--- src/rtl/writeback_unit.sv ---
// Write-back stage: merges ALU results with in-order load returns onto the
// single register-file write port and tracks outstanding loads for decode.
module writeback_unit #(
    parameter int unsigned LOAD_DEPTH = 4
) (
    input  logic        clk,
    input  logic        rst,
    input  logic        alu_valid,
    input  logic [3:0]  alu_rd,
    input  logic [31:0] alu_data,
    output logic        alu_ready,
    input  logic        load_issue,
    input  logic [3:0]  load_rd,
    output logic        load_ready,
    input  logic        mem_valid,
    input  logic [31:0] mem_data,
    output logic [3:0]  rf_write_Rd,
    output logic [31:0] rf_write_data,
    output logic [15:0] busy_mask,
    output logic        err
);

    localparam int unsigned IDX_W = $clog2(LOAD_DEPTH);
    localparam int unsigned PTR_W = IDX_W + 1;

    logic [3:0]       fifo_mem [LOAD_DEPTH];
    logic [PTR_W-1:0] wr_ptr, wr_ptr_nxt;
    logic [PTR_W-1:0] rd_ptr, rd_ptr_nxt;
    logic             fifo_empty, fifo_full;
    logic [3:0]       head_rd;

    logic             skid_valid, skid_valid_nxt;
    logic [3:0]       skid_rd, skid_rd_nxt;
    logic [31:0]      skid_data, skid_data_nxt;

    logic [3:0]       rf_rd_nxt;
    logic [31:0]      rf_data_nxt;
    logic [15:0]      busy_nxt;
    logic             err_nxt;

    logic             load_acc, alu_acc, mem_pop;

    // Ready signals depend only on registered state and load_rd
    assign fifo_empty = (wr_ptr == rd_ptr);
    assign fifo_full  = (wr_ptr[IDX_W] != rd_ptr[IDX_W]) &&
                        (wr_ptr[IDX_W-1:0] == rd_ptr[IDX_W-1:0]);
    assign head_rd    = fifo_mem[rd_ptr[IDX_W-1:0]];

    assign alu_ready  = !skid_valid;
    assign load_ready = !fifo_full && !busy_mask[load_rd];

    assign load_acc   = load_issue && load_ready;
    assign alu_acc    = alu_valid && alu_ready;
    assign mem_pop    = mem_valid && !fifo_empty;

    // Write selection: memory return, then skid, then direct ALU, else idle r0
    always_comb begin
        wr_ptr_nxt     = wr_ptr;
        rd_ptr_nxt     = rd_ptr;
        skid_valid_nxt = skid_valid;
        skid_rd_nxt    = skid_rd;
        skid_data_nxt  = skid_data;
        rf_rd_nxt      = 4'd0;
        rf_data_nxt    = 32'd0;
        busy_nxt       = busy_mask;
        err_nxt        = err;

        if (mem_pop) begin
            rf_rd_nxt         = head_rd;
            rf_data_nxt       = mem_data;
            rd_ptr_nxt        = rd_ptr + PTR_W'(1);
            busy_nxt[head_rd] = 1'b0;
            if (alu_acc) begin
                skid_valid_nxt = 1'b1;
                skid_rd_nxt    = alu_rd;
                skid_data_nxt  = alu_data;
            end
        end else if (skid_valid) begin
            rf_rd_nxt      = skid_rd;
            rf_data_nxt    = skid_data;
            skid_valid_nxt = 1'b0;
        end else if (alu_acc) begin
            rf_rd_nxt   = alu_rd;
            rf_data_nxt = alu_data;
        end

        // A refused load issue never reaches here, so set cannot race a clear
        if (load_acc) begin
            wr_ptr_nxt = wr_ptr + PTR_W'(1);
            if (load_rd != 4'd0) begin
                busy_nxt[load_rd] = 1'b1;
            end
        end

        if (mem_valid && fifo_empty) begin
            err_nxt = 1'b1;
        end

        busy_nxt[0] = 1'b0;
    end

    always_ff @(posedge clk) begin
        if (rst) begin
            wr_ptr        <= '0;
            rd_ptr        <= '0;
            skid_valid    <= 1'b0;
            skid_rd       <= 4'd0;
            skid_data     <= 32'd0;
            rf_write_Rd   <= 4'd0;
            rf_write_data <= 32'd0;
            busy_mask     <= 16'd0;
            err           <= 1'b0;
        end else begin
            wr_ptr        <= wr_ptr_nxt;
            rd_ptr        <= rd_ptr_nxt;
            skid_valid    <= skid_valid_nxt;
            skid_rd       <= skid_rd_nxt;
            skid_data     <= skid_data_nxt;
            rf_write_Rd   <= rf_rd_nxt;
            rf_write_data <= rf_data_nxt;
            busy_mask     <= busy_nxt;
            err           <= err_nxt;
        end
    end

    // Tag storage needs no reset; validity comes from the pointers
    always_ff @(posedge clk) begin
        if (load_acc) begin
            fifo_mem[wr_ptr[IDX_W-1:0]] <= load_rd;
        end
    end

endmodule

--- config.mk ---
export PLATFORM = sky130hd
export DESIGN_NAME = writeback_unit
export DESIGN_NICKNAME = d
export VERILOG_FILES = /design/src/rtl/writeback_unit.sv
export SDC_FILE = /design/constraint.sdc
export NUM_CORES = 1
export LEC_CHECK = 0
export BUFFER_PORTS_ARGS = -buffer_cell sky130_fd_sc_hd__clkbuf_2
export CAP_MARGIN = 10
export CORE_MARGIN = 2
export CORE_UTILIZATION = 50
export DETAILED_ROUTE_END_ITERATION = 8
export MAX_ROUTING_LAYER = met4
export PLACE_DENSITY = 0.81
export SYNTH_ARGS = -nofsm -noshare
export SYNTH_HDL_FRONTEND = slang
export SYNTH_SLANG_ARGS = --single-unit
--- constraint.sdc ---
create_clock -name clk -period 2.8 [get_ports clk]
set_clock_uncertainty 0.2 [all_clocks]
set_input_delay 0.14 -clock clk [delete_from_list [all_inputs] [get_ports clk]]
set_output_delay 0.14 -clock clk [all_outputs]
set_load 0.03 [all_outputs]
==> reports/results.txt <==
Crit Path Max Fanout -> 13
Final nets -> 820
met1 global-route usage -> 33.5%
status -> finished, final reports clean
CTS tree -> done
Initial Utilization -> 52.0%
Post-Route WL -> 14.7 mm
PortBufs -> 130
core footprint -> 9280 um2
Post-Syn Area -> 4820 um2
Final Cycle Share -> 92.7%
Skew-Pair Late Insertion Delay -> 0.52 ns
Power Density -> 696 nW/um2
CP required -> 2.46 ns
multi-input logic area -> 2200 um2
Finish-stage setup viols -> 0
layout cells sized above 1 -> 24.8%
Die Ht -> 102 um
vias in the first global route -> 4837
HP Class -> input pin to flop
Final Power -> 4810 uW
Area contributors post-synth -> dfxtp_1, edfxtp_1, a21oi_1
Worst-Margin Slew -> 0.507 ns
antenna-violating nets left -> 0
initial DRC count -> 407
Vias/cell -> 5.53
CP Class -> input pin to output port
maximum VDD drop -> 0.483 mV
gpl congestion -> 0.880
CTS Buffer Depth -> 2
Sequential Area -> 2420 um2
Synth warnings -> 0
fin. max-slew vios -> 0
gr ovfl total -> 0
sequential power share -> 38.8%
power share of the combinational group -> 21.6%
Post-CTS Resized -> 0
post-DP HPWL -> 8.75 mm
synthesis-stage register bit count -> 113
Die Footprint -> 10400 um2
Synth Flop Type -> dfxtp_1
Area Overhead vs Synth -> 43.3%
FILL cells -> 647
Top Usage Layer GRT -> met2
Psw -> 1460 uW
Pre-antenna DRT Iters -> 5
met3 Usage GRT -> 5.75%
post-synthesis cell count -> 537
DRC viols -> 0
Tmin final -> 2.59 ns
FMAX -> 385 MHz
H-tree levels -> 4
Post-CTS Setup Bufs -> 0
Synth area leader -> dfxtp_1
Worst setup SP type -> input pin
number of synthesized flops with an enable pin -> 16
CTS buffer count -> 17
Synth top cells by count -> dfxtp_1, a21oi_1, nand2_1
power share of the clock group -> 39.6%
max-cap violation count -> 0
GRT Util Overall -> 29.8%
width of the die -> 102 um
register area share after synthesis -> 50.2%
pin count of the biggest net entering global routing -> 50
clock-pin slew on the worst setup and hold paths -> 0.06 ns
row count -> 35
drt wl/cell -> 16.8 um
routed vias -> 4870
first-pass GRT wire length -> 23.1 mm
Post-Syn Area per Cell -> 8.98 um2
WHS -> 0.207 ns
Critical Path End Type -> output port
internal power -> 3350 uW
RSZ-0062 raised after global routing -> false
setup TNS -> 0 ns
final hold vios -> 0
count leader, synth -> dfxtp_1
met2 Usage GRT -> 50.0%
initial antenna violation count -> 1
Pleak -> 0.00290 uW
post-cts hold buffer count -> 81
IO Count -> 132
slew margin rel. -> 66.1%
fraction of registers with async set/reset -> 0%
sw frac -> 30.3%
distinct cell type count after synthesis -> 46
TritonCTS Sinks -> 113
Core Util, Final -> 74.4%
syn_nets -> 619
CP Data Arrival Time -> 2.25 ns
Synth top area share -> 40.3%
root buf cell -> clkbuf_8
[worst max-delay path, cell delays in order]
cell,delay [ns]
dlygate4sd3_1,0.53
clkbuf_2,0.32
mux4_2,0.54
or2_4,0.25
nand3_4,0.12
and2_2,0.15
clkbuf_2,0.19
[cells in the final DEF (no fill, tap or decap), drive strengths merged, types with 6 or more instances in the layout]
cell type and count:
inv 7, buf 13, nor2b 17, dfxtp 97
mux2i 6, a211oi 37, o21ai 28, nand2 74
and3 37, edfxtp 16, nor2 44, clkbuf 151
a21oi 76, dlygate4sd3 81
[power groups by stage]
stage	sequential, uW	combinational [uW]	clock, uW
final	1870	1040	1900
after CTS	1860	1020	1910
after floorplan	2060	456	0
after detailed placement	1900	913	0
after global placement	1890	894	0
after global routing	1880	1120	1990
[per-stage QoR]
stage          worst slack (ns)  cells  cell area (um2)
2_1_floorplan             0.700    537             4820
3_3_place_gp              0.537    767             5570
3_5_place_dp              0.424    767             5570
4_1_cts                   0.210    879             6910
5_1_grt                   0.103    880             6910
6_report                  0.205    880             6910
[state kept, by name, summed over array words and instances (netlist names), named ones only]
| signal | count |
|---|---|
| wr_ptr | 3 |
| rf_write_data | 32 |
| skid_valid | 1 |
| err | 1 |
| fifo_mem | 16 |
| skid_data | 32 |
| skid_rd | 4 |
| rf_write_Rd | 4 |
| rd_ptr | 3 |
| busy_mask | 15 |
[layer usage]
layer	part of all wire (%)	routed length, um	vias up
met2	51	7520	234
met5	0	0	-
met3	5.9	871	64
li1	-	-	2294
met1	39	5760	2278
met4	4.0	592	0
[worst paths after layout]
path	from	endpoint	slack [ns]	cells past startpoint
max	load_rd[1]	load_ready	0.21	7
min	alu_data[5]	skid_data[5]	0.21	4
max reg2reg	rd_ptr[0]	rf_write_data[19]	0.25	6
min reg2reg	skid_rd[2]	skid_rd[2]	0.25	2
[cell families (layout without fill, tap and decap cells)]
| family | count (synthesis) | count (layout) | share of synthesized area (%) |
|---|---|---|---|
| flops | 113 | 113 | 50.2 |
| fa+ha+maj | 5 | 5 | 1.30 |
| compound gates | 147 | 147 | 17.7 |
| xor+xnor | 5 | 5 | 0.908 |
| mux | 12 | 12 | 3.89 |
| other cells | 1 | 2 | 0.0777 |
| buf+inv | 48 | 261 | 4.28 |
| simple gates | 206 | 206 | 21.7 |
[final cells by class]
cell class	count	share of cell area, %
clock inverters	9	0.833
diodes	1	0.0362
repair buffers	223	22.6
flip-flops and latches	113	35.0
multi-input cells	376	31.9
inverters	7	0.380
clock buffers	22	6.86
well taps	129	2.34
Note: power is estimated with default switching activity, not from simulation.
